--- config.mk ---
export PLATFORM = sky130hd
export DESIGN_NAME = rv_pipe_ctrl
export DESIGN_NICKNAME = d
export VERILOG_FILES = /design/src/rtl/rv_ctrl_pkg.sv /design/src/rtl/rv_fwd_unit.sv /design/src/rtl/rv_pipe_ctrl.sv
export SDC_FILE = /design/constraint.sdc
export NUM_CORES = 1
export LEC_CHECK = 0
export CAP_MARGIN = 10
export CORE_MARGIN = 3
export CORE_UTILIZATION = 41
export CTS_BUF_LIST = sky130_fd_sc_hd__clkbuf_2 sky130_fd_sc_hd__clkbuf_4 sky130_fd_sc_hd__clkbuf_8
export DETAILED_ROUTE_END_ITERATION = 16
export HOLD_SLACK_MARGIN = 0.1
export PLACE_DENSITY = 0.76
export SLEW_MARGIN = 15
export SYNTH_ARGS = -nofsm -noshare
export SYNTH_HDL_FRONTEND = slang
export SYNTH_HIERARCHICAL = 1
export SYNTH_SLANG_ARGS = --single-unit
--- constraint.sdc ---
create_clock -name i_clk -period 2.1 [get_ports i_clk]
set_clock_uncertainty 0.15 [all_clocks]
set_input_delay 0.42 -clock i_clk [delete_from_list [all_inputs] [get_ports i_clk]]
set_output_delay 0.42 -clock i_clk [all_outputs]
set_load 0.05 [all_outputs]
--- src/rtl/rv_ctrl_pkg.sv ---
// Shared types and constants for the pipeline sequencer and the exec operand mux.
package rv_ctrl_pkg;

   typedef enum logic [1:0] {
      S_RUN      = 2'd0,
      S_MC_BUSY  = 2'd1,
      S_MEM_WAIT = 2'd2,
      S_HALT     = 2'd3
   } pipe_state_t;

   localparam logic [1:0] FWD_NONE = 2'd0;
   localparam logic [1:0] FWD_MEM  = 2'd1;
   localparam logic [1:0] FWD_WB   = 2'd2;

   // Younger (mem) result wins over older (wb); x0 is hardwired and never forwards.
   function automatic logic [1:0] fwd_sel(input logic [4:0] rs,
                                          input logic [4:0] mem_rd, input logic mem_we,
                                          input logic [4:0] wb_rd, input logic wb_we);
      if (mem_we && (mem_rd != 5'd0) && (mem_rd == rs)) begin
         return FWD_MEM;
      end else if (wb_we && (wb_rd != 5'd0) && (wb_rd == rs)) begin
         return FWD_WB;
      end
      return FWD_NONE;
   endfunction

endpackage

--- src/rtl/rv_fwd_unit.sv ---
// Combinational operand-forwarding selects for both exec ALU operands.
module rv_fwd_unit
   import rv_ctrl_pkg::*;
(
   input  logic [4:0] i_ex_rs1,
   input  logic [4:0] i_ex_rs2,
   input  logic [4:0] i_mem_rd,
   input  logic       i_mem_reg_write,
   input  logic [4:0] i_wb_rd,
   input  logic       i_wb_reg_write,
   output logic [1:0] o_fwd_a,
   output logic [1:0] o_fwd_b
);

   always_comb begin
      o_fwd_a = fwd_sel(i_ex_rs1, i_mem_rd, i_mem_reg_write, i_wb_rd, i_wb_reg_write);
      o_fwd_b = fwd_sel(i_ex_rs2, i_mem_rd, i_mem_reg_write, i_wb_rd, i_wb_reg_write);
   end

endmodule

--- src/rtl/rv_pipe_ctrl.sv ---
// Pipeline sequencer: stall/flush control, multi-cycle op sequencing, data-bus
// timeout halt and stall-cycle counter.
module rv_pipe_ctrl
   import rv_ctrl_pkg::*;
#(
   parameter int unsigned MEM_TIMEOUT = 64
) (
   input  logic        i_clk,
   input  logic        i_reset_n,
   input  logic        i_dec_valid,
   input  logic [4:0]  i_dec_rs1,
   input  logic [4:0]  i_dec_rs2,
   input  logic [4:0]  i_ex_rs1,
   input  logic [4:0]  i_ex_rs2,
   input  logic [4:0]  i_ex_rd,
   input  logic        i_ex_mem_read,
   input  logic        i_ex_pc_src,
   input  logic        i_ex_mc,
   input  logic        i_mc_done,
   input  logic [4:0]  i_mem_rd,
   input  logic        i_mem_reg_write,
   input  logic [4:0]  i_wb_rd,
   input  logic        i_wb_reg_write,
   input  logic        i_mem_req,
   input  logic        i_mem_ack,
   output logic        o_stall_if,
   output logic        o_stall_id,
   output logic        o_stall_ex,
   output logic        o_stall_mem,
   output logic        o_flush_id,
   output logic        o_flush_ex,
   output logic        o_flush_mem,
   output logic        o_mc_start,
   output logic [1:0]  o_fwd_a,
   output logic [1:0]  o_fwd_b,
   output logic        o_halted,
   output logic [31:0] o_stall_cycles
);

   localparam int unsigned TW = (MEM_TIMEOUT > 1) ? $clog2(MEM_TIMEOUT) : 1;
   localparam logic [TW-1:0] TIMER_LAST = TW'(MEM_TIMEOUT - 1);

   pipe_state_t   state_q, state_d;
   logic [TW-1:0] timer_q, timer_d, timer_inc;
   logic [31:0]   stall_cnt_q, stall_cnt_d;
   logic          eval_run, wait_ok, load_use;

   rv_fwd_unit u_fwd (
      .i_ex_rs1        (i_ex_rs1),
      .i_ex_rs2        (i_ex_rs2),
      .i_mem_rd        (i_mem_rd),
      .i_mem_reg_write (i_mem_reg_write),
      .i_wb_rd         (i_wb_rd),
      .i_wb_reg_write  (i_wb_reg_write),
      .o_fwd_a         (o_fwd_a),
      .o_fwd_b         (o_fwd_b)
   );

   assign load_use  = i_ex_mem_read && (i_ex_rd != 5'd0) && i_dec_valid &&
                      ((i_ex_rd == i_dec_rs1) || (i_ex_rd == i_dec_rs2));
   // Compared after increment so the halt decision lands on the MEM_TIMEOUT-th
   // wait cycle, counting the RUN cycle that first saw the un-acked request.
   assign timer_inc = timer_q + TW'(1);

   always_comb begin
      o_stall_if  = 1'b0;
      o_stall_id  = 1'b0;
      o_stall_ex  = 1'b0;
      o_stall_mem = 1'b0;
      o_flush_id  = 1'b0;
      o_flush_ex  = 1'b0;
      o_flush_mem = 1'b0;
      o_mc_start  = 1'b0;
      state_d     = state_q;
      timer_d     = timer_q;
      eval_run    = 1'b0;
      wait_ok     = 1'b0;

      unique case (state_q)
         S_RUN: begin
            eval_run = 1'b1;
            wait_ok  = 1'b1;
         end
         S_MC_BUSY: begin
            if (i_mc_done) begin
               state_d = S_RUN;
            end else begin
               o_stall_if  = 1'b1;
               o_stall_id  = 1'b1;
               o_stall_ex  = 1'b1;
               o_flush_mem = 1'b1;
            end
         end
         S_MEM_WAIT: begin
            if (i_mem_ack) begin
               eval_run = 1'b1;
            end else begin
               o_stall_if  = 1'b1;
               o_stall_id  = 1'b1;
               o_stall_ex  = 1'b1;
               o_stall_mem = 1'b1;
               timer_d     = timer_inc;
               if (timer_inc == TIMER_LAST) begin
                  state_d = S_HALT;
               end
            end
         end
         S_HALT: begin
            o_stall_if  = 1'b1;
            o_stall_id  = 1'b1;
            o_stall_ex  = 1'b1;
            o_stall_mem = 1'b1;
         end
      endcase

      // Shared RUN priority chain; on the ack cycle of a wait the bus rule is masked.
      if (eval_run) begin
         state_d = S_RUN;
         if (wait_ok && i_mem_req && !i_mem_ack) begin
            o_stall_if  = 1'b1;
            o_stall_id  = 1'b1;
            o_stall_ex  = 1'b1;
            o_stall_mem = 1'b1;
            state_d     = S_MEM_WAIT;
            timer_d     = '0;
         end else if (i_ex_mc) begin
            o_mc_start  = 1'b1;
            o_stall_if  = 1'b1;
            o_stall_id  = 1'b1;
            o_stall_ex  = 1'b1;
            o_flush_mem = 1'b1;
            state_d     = S_MC_BUSY;
         end else if (i_ex_pc_src) begin
            o_flush_id = 1'b1;
            o_flush_ex = 1'b1;
         end else if (load_use) begin
            o_stall_if = 1'b1;
            o_stall_id = 1'b1;
            o_flush_ex = 1'b1;
         end
      end
   end

   assign stall_cnt_d = o_stall_if ? (stall_cnt_q + 32'd1) : stall_cnt_q;

   always_ff @(posedge i_clk or negedge i_reset_n) begin
      if (!i_reset_n) begin
         state_q     <= S_RUN;
         timer_q     <= '0;
         stall_cnt_q <= '0;
      end else begin
         state_q     <= state_d;
         timer_q     <= timer_d;
         stall_cnt_q <= stall_cnt_d;
      end
   end

   assign o_halted       = (state_q == S_HALT);
   assign o_stall_cycles = stall_cnt_q;

endmodule
==> metrics <==
status finished with violations; failing checks negative setup slack; final worst slack -280 ps; Fill cells 344; GP Congestion 0.868; total CTS buffers 5; die height 83.1 um; launch point of the worst reg-to-reg path state_q[0]$_DFFE_PN0P_; CP Data Arrival Time 1810 ps; Row Count 27; crit-path max FO 2; Worst R2R Setup Slack -50 ps; layout overhead on the synthesized area 87.0%; TritonCTS clock tree done; Yosys reg bits 40; Worst IR Drop VDD 0.664 mV; Least-Margin Pin Slew 632 ps; Post-synth top flop dfrtp_1; Slew HR 57.4%; endpoints failing hold 0; grt ovf 0; Vias/cell 5.25; Layout Nets 444; Bufs on Longest Clock Path 2; DR vias 2456; initial antenna violation count 0; Core Util, Final 80.8%; Area contributors post-synth dfrtp_1, xnor2_1, xor2_1, nand2_1, nor4_1; top-area cell type share of the netlist area 41.0%; Post-route DRC 0; Sink Count 40; Pwr Total 3.96 mW; insertion delay to the later sink of the worst-skew pair 300 ps; max-cap violation count 0; final setup violation count 12; Max Clk Rate 420 MHz; RSZ-0062 raised after global routing yes; Port Buf Inserts 90; Avg Cell Area, Syn 9.60 um^2; first-pass GRT wire length 12.2 mm; Post-Syn Area 2440 um^2; Die W 83.1 um; max-slew violations 0; clk root buf clkbuf_8; worst hold start o_stall_cycles[31]$_DFFE_PN0P_; die area 6910 um^2; crit path launch type input port; # IOs 91; final WL 7.72 mm; Core Box Area 5640 um^2; RR Endpoint o_stall_cycles[19]$_DFFE_PN0P_; routed wire length per instance 16.5 um; CP required 1530 ps; Crit. Startpoint i_ex_rd[3]; syn nets 303; multi-input logic area 1850 um^2; Yosys top cell by area dfrtp_1; Reg area 1010 um^2; Initial DRT Pass Iterations 4; Min-Delay Path Class reg2reg; post-route ant nets 0; worst-case reg-to-reg path depth 10; Tot GR Track Use 21.5%; CP Class in2out; share of cells above drive strength 1 46.0%; DRT iter0 DRCs 87; setup TNS -1720 ps; Period minus WS final 2380 ps; synth cell count leaders dfrtp_1, xnor2_1, xor2_1; Post-synth EDFFs 0; Ys Warns 6; largest net degree at the start of global routing 27; post-synthesis sequential area ratio 41.0%; detailed placement HPWL 5.03 mm; Leakage 2.48 nW; crit path to o_stall_if; post-synthesis cell type count 36; Initial Utilization 43.2%; ys async rst share 100%; Reg clk slew, reported paths 80 ps; antenna fix cells 0; Worst Setup End Kind primary output; number of global-route vias before repair 2600; H-Tree Depth 2; hold slack final 328 ps; PwrDens 869 nW/um^2; cells after synthesis 254; top-count cell post-synth dfrtp_1; period utilisation layout 113%
-- per-layer routing --
layer	part of all wire (%)	vias up	global-route usage [%]	routed length (um)
li1	-	1167	-	-
met1	39	1183	24.8	2990
met2	53	96	38.0	4050
met3	6.9	10	6.25	533
met4	1.8	0	7.13	136
met5	0	-	0	0
-- sequential cells by signal, summed over array words and instances (netlist names) --
| name | flops |
|---|---|
| timer_q | 6 |
| state_q | 2 |
| o_stall_cycles | 32 |
-- final cells by class --
cell class,count,share of cell area [%]
multi-input cells,197,40.5
repair buffers,143,31.6
flip-flops and latches,40,22.2
well taps,72,1.98
clock buffers,6,1.67
clock inverters,2,1.32
inverters,8,0.741
-- per-stage QoR --
step	worst slack (ps)	std cells	instance area [um^2]
6_report	-280	468	4560
5_1_grt	-352	468	4560
4_1_cts	-346	466	4390
3_5_place_dp	-724	448	3970
3_3_place_gp	-690	448	3970
2_1_floorplan	-510	254	2710
-- critical path, stage by stage --
cell        delay [ps]
buf_6               90
or4_4              520
o211ai_2           190
inv_2               70
a31oi_4            190
clkinvlp_4         160
buf_8              170
-- power by group --
| group | internal, mW | switching [mW] |
|---|---|---|
| clock network | 0.488 | 0.282 |
| registers | 0.909 | 0.184 |
| logic | 0.915 | 1.18 |
-- layout by cell type, fill, tap and decap left out, types with 4 or more instances in the layout --
master,count
nor2_1,7
buf_2,6
buf_8,4
nand2_1,19
a21oi_1,5
dfrtp_2,9
dlymetal6s2s_1,13
buf_4,60
xnor2_1,29
nand3_1,10
nand2b_1,5
inv_1,5
o21ai_0,8
nor4_4,10
dlygate4sd2_1,21
nor3b_2,4
buf_12,13
and3_1,5
clkdlybuf4s50_1,6
buf_6,14
nand4_1,7
nor4b_4,6
clkbuf_8,5
dfrtp_1,31
nor2_4,4
xor2_1,31
nor3_4,6
-- how the worst min path moves through the flow --
stage | endpoint | slack (ps) | cells past startpoint
global route | o_stall_cycles[31]$_DFFE_PN0P_ | 350 | 1
floorplan | o_stall_cycles[0]$_DFFE_PN0P_ | -30 | 0
detailed placement | o_stall_cycles[14]$_DFFE_PN0P_ | 310 | 1
finish | o_stall_cycles[31]$_DFFE_PN0P_ | 330 | 1
global placement | o_stall_cycles[14]$_DFFE_PN0P_ | 300 | 1
CTS | o_stall_cycles[31]$_DFFE_PN0P_ | 330 | 1
-- kinds of logic after synthesis --
kind of cell,after synthesis,share of synthesized area (%)
AOI/OAI and AO/OA,26,7.08
xor gates and xnor gates,63,22.6
adders and majority gates,3,1.54
buffers and inverters,17,3.85
DFF,40,41.0
muxes,1,0.462
and+or+nand+nor,104,23.4
-- timing repair --
item,in CTS,in global routing
hold buffers,1,0
endpoints found under the hold margin,24,0
setup endpoints to repair,44,47
pin swaps,35,38
cloned,2,1
gates resized for setup,115,44
buffers inserted,8,8
Note: power is estimated with default switching activity, not from simulation.
==> edit (config.mk and constraints unchanged) <==
Set the parameter `MEM_TIMEOUT` to 128 (it was 64).
--- a/src/rtl/rv_pipe_ctrl.sv
+++ b/src/rtl/rv_pipe_ctrl.sv
@@ -5,3 +5,3 @@
 #(
-   parameter int unsigned MEM_TIMEOUT = 64
+   parameter int unsigned MEM_TIMEOUT = 128
 ) (
Function: same outputs for any inputs over 10 cycles, from zero or initial values and one cycle with i_reset_n low; that may be too few to reach the edited logic, so the function may still have changed.
==> edit against the unedited design <==
  * Critical path depth decreased by 1
  * The flow still finishes with violations (negative setup slack)
  * Sequential cell count increased by 1
  * Sequential power increased by 17%
  * Area after synthesis increased by 5.4%
  * Highest routed layer unchanged
  * Combinational power increased by 30%
  * Largest power group unchanged
  * Total power increased by 15%
  * Setup slack got worse by 0.0090 ns
  * Design area increased by 1.3%
  * Routed wire length increased by 9.5%
  * Largest cell class unchanged
  * Count of clock-buffer cells in the layout decreased by 1
==> edit: results (changes against the unedited design) <==
Detailed routing
  • DR WL/cell: 17.2 µm (+4.3%)
  • Routed wl met3: 483 µm (-9.4%)
  • Initial DRC count: 88 (+1.1%)
  • DR vias/cell: 5.36 (+2.1%)
  • WL met2: 4500 µm (+11%)
  • DRT met1 WL: 3350 µm (+12%)

STA
  • Slew headroom: 50.3% (-7.1 points)
  • Setup violators final: 36 (+24)
  • Hold WS: 0.363 ns (+0.0346 ns)
  • Final worst slack: -0.289 ns (-0.00897 ns)
  • Setup tns final: -3.91 ns (-2.19 ns)

Hold path
  • Min-delay src: o_stall_cycles[29]
  • Hold Path Sink: o_stall_cycles[29]

Power
  • Static leakage: 0.00204 µW (-18%)
  • Clock power frac: 11.9% (-7.5 points)
  • Seq. pwr: 1270 µW (+17%)
  • Sw Share: 46.5% (+4.8 points)
  • Peak VDD IR: 1.25 mV (+88%)

CTS
  • Clock Tree Buf Depth: 2 (unchanged)

Synth
  • Synth warn: 6 (unchanged)
  • Most instantiated cells after synthesis: dfrtp_1 (41), xor2_1 (41), nand2_1 (24), xnor2_1 (20), nor2_1 (18)
  • Sequential area share after synthesis: 39.9% (-1.1 points)
  • Synth async-reset ratio: 100% (unchanged)
  • Largest cells by area after synthesis: dfrtp_1 (40%), xor2_1 (14%), xnor2_1 (6.8%)
  • Distinct cells, synth: 41 (+14%)

Status
  • Violated checks: negative setup slack
  • Status: complete, but fails checks

Placement
  • Gpl congestion: 0.773 (-11%)
  • Placement-stage worst setup slack: -0.706 ns (+0.0182 ns)
  • DP HPWL: 5320 µm (+5.8%)

GRT
  • Total GRT Usage: 22.5% (+1.0 points)
  • Number of global-route vias before repair: 2753 (+5.9%)
  • Largest net degree at the start of global routing: 34 (+26%)
  • First-pass GRT wire length: 13100 µm (+7.6%)

Cells and area
  • NumNets Final: 464 (+4.5%)
  • Fraction of layout cells with a size suffix above 1: 48.1% (+2.1 points)

Setup path
  • Critical Path Sink: o_fwd_b[1]
  • R2R depth: 9 (-1)
  • Terminus of the critical flop-to-flop path: o_stall_cycles[28]
  • Worst setup path start: i_mem_rd[0]
## edit: changes by cell type after synthesis, moves of 4 or more
| cell | delta |
|---|---|
| nor4b_2 | +4 |
| nor4_2 | +10 |
| nor4b_1 | -6 |
| nand2_1 | +4 |
| and3_1 | -5 |
| xnor2_1 | -12 |
| nor2_1 | +5 |
| nor4_1 | -6 |
| xor2_1 | +10 |
## edit: cells by family (layout without fill, tap and decap cells)
group,Yosys count,in the layout,share of synthesized area (%)
multiplexers,2,2,0.827
adder cells (fa/ha/maj),3,3,1.46
buffers and inverters,14,165,2.82
AO/OA/AOI/OAI,31,31,7.64
flip-flops,41,41,39.9
AND/OR/NAND/NOR,113,113,26.6
XOR/XNOR,61,61,20.8
## edit: through the flow
step | total power, µW | cells | util, % | instance area (µm²)
finish | 4540 | 491 | 77.1 | 4620
global route | 4740 | 491 | 77.1 | 4620
CTS | 4420 | 486 | 75.5 | 4520
detailed placement | 3420 | 464 | 66.5 | 3990
global placement | 3350 | 464 | 66.5 | 3990
floorplan | 2610 | 265 | - | 2740
## edit: layer usage
metal	track usage [%]	vias to the layer above
li1	-	1235
met1	27.8	1287
met2	39.6	93
met3	4.85	15
met4	6.04	0
met5	0	-
## edit: worst max-delay path, stage by stage
cell	delay [ns]
buf_6	0.09
or4_4	0.54
o21ai_4	0.24
nor4_4	0.09
nor4_4	0.26
buf_12	0.17
## edit: cell type report
type	instances	area, µm²
tap	75	93.8
inverter	9	46.3
sequential	41	1040
clock inverter	3	17.5
multi-input combinational	210	1940
fill	388	1370
timing repair buffer	148	1410
clock buffer	5	68.8
## edit: timing repair
item	in CTS	in global routing
pin swaps	61	44
hold buffers	1	0
gates cloned	3	0
setup buffers	12	12
gates resized for setup	147	38
endpoints found under the setup margin	44	40
hold endpoints to repair	31	0
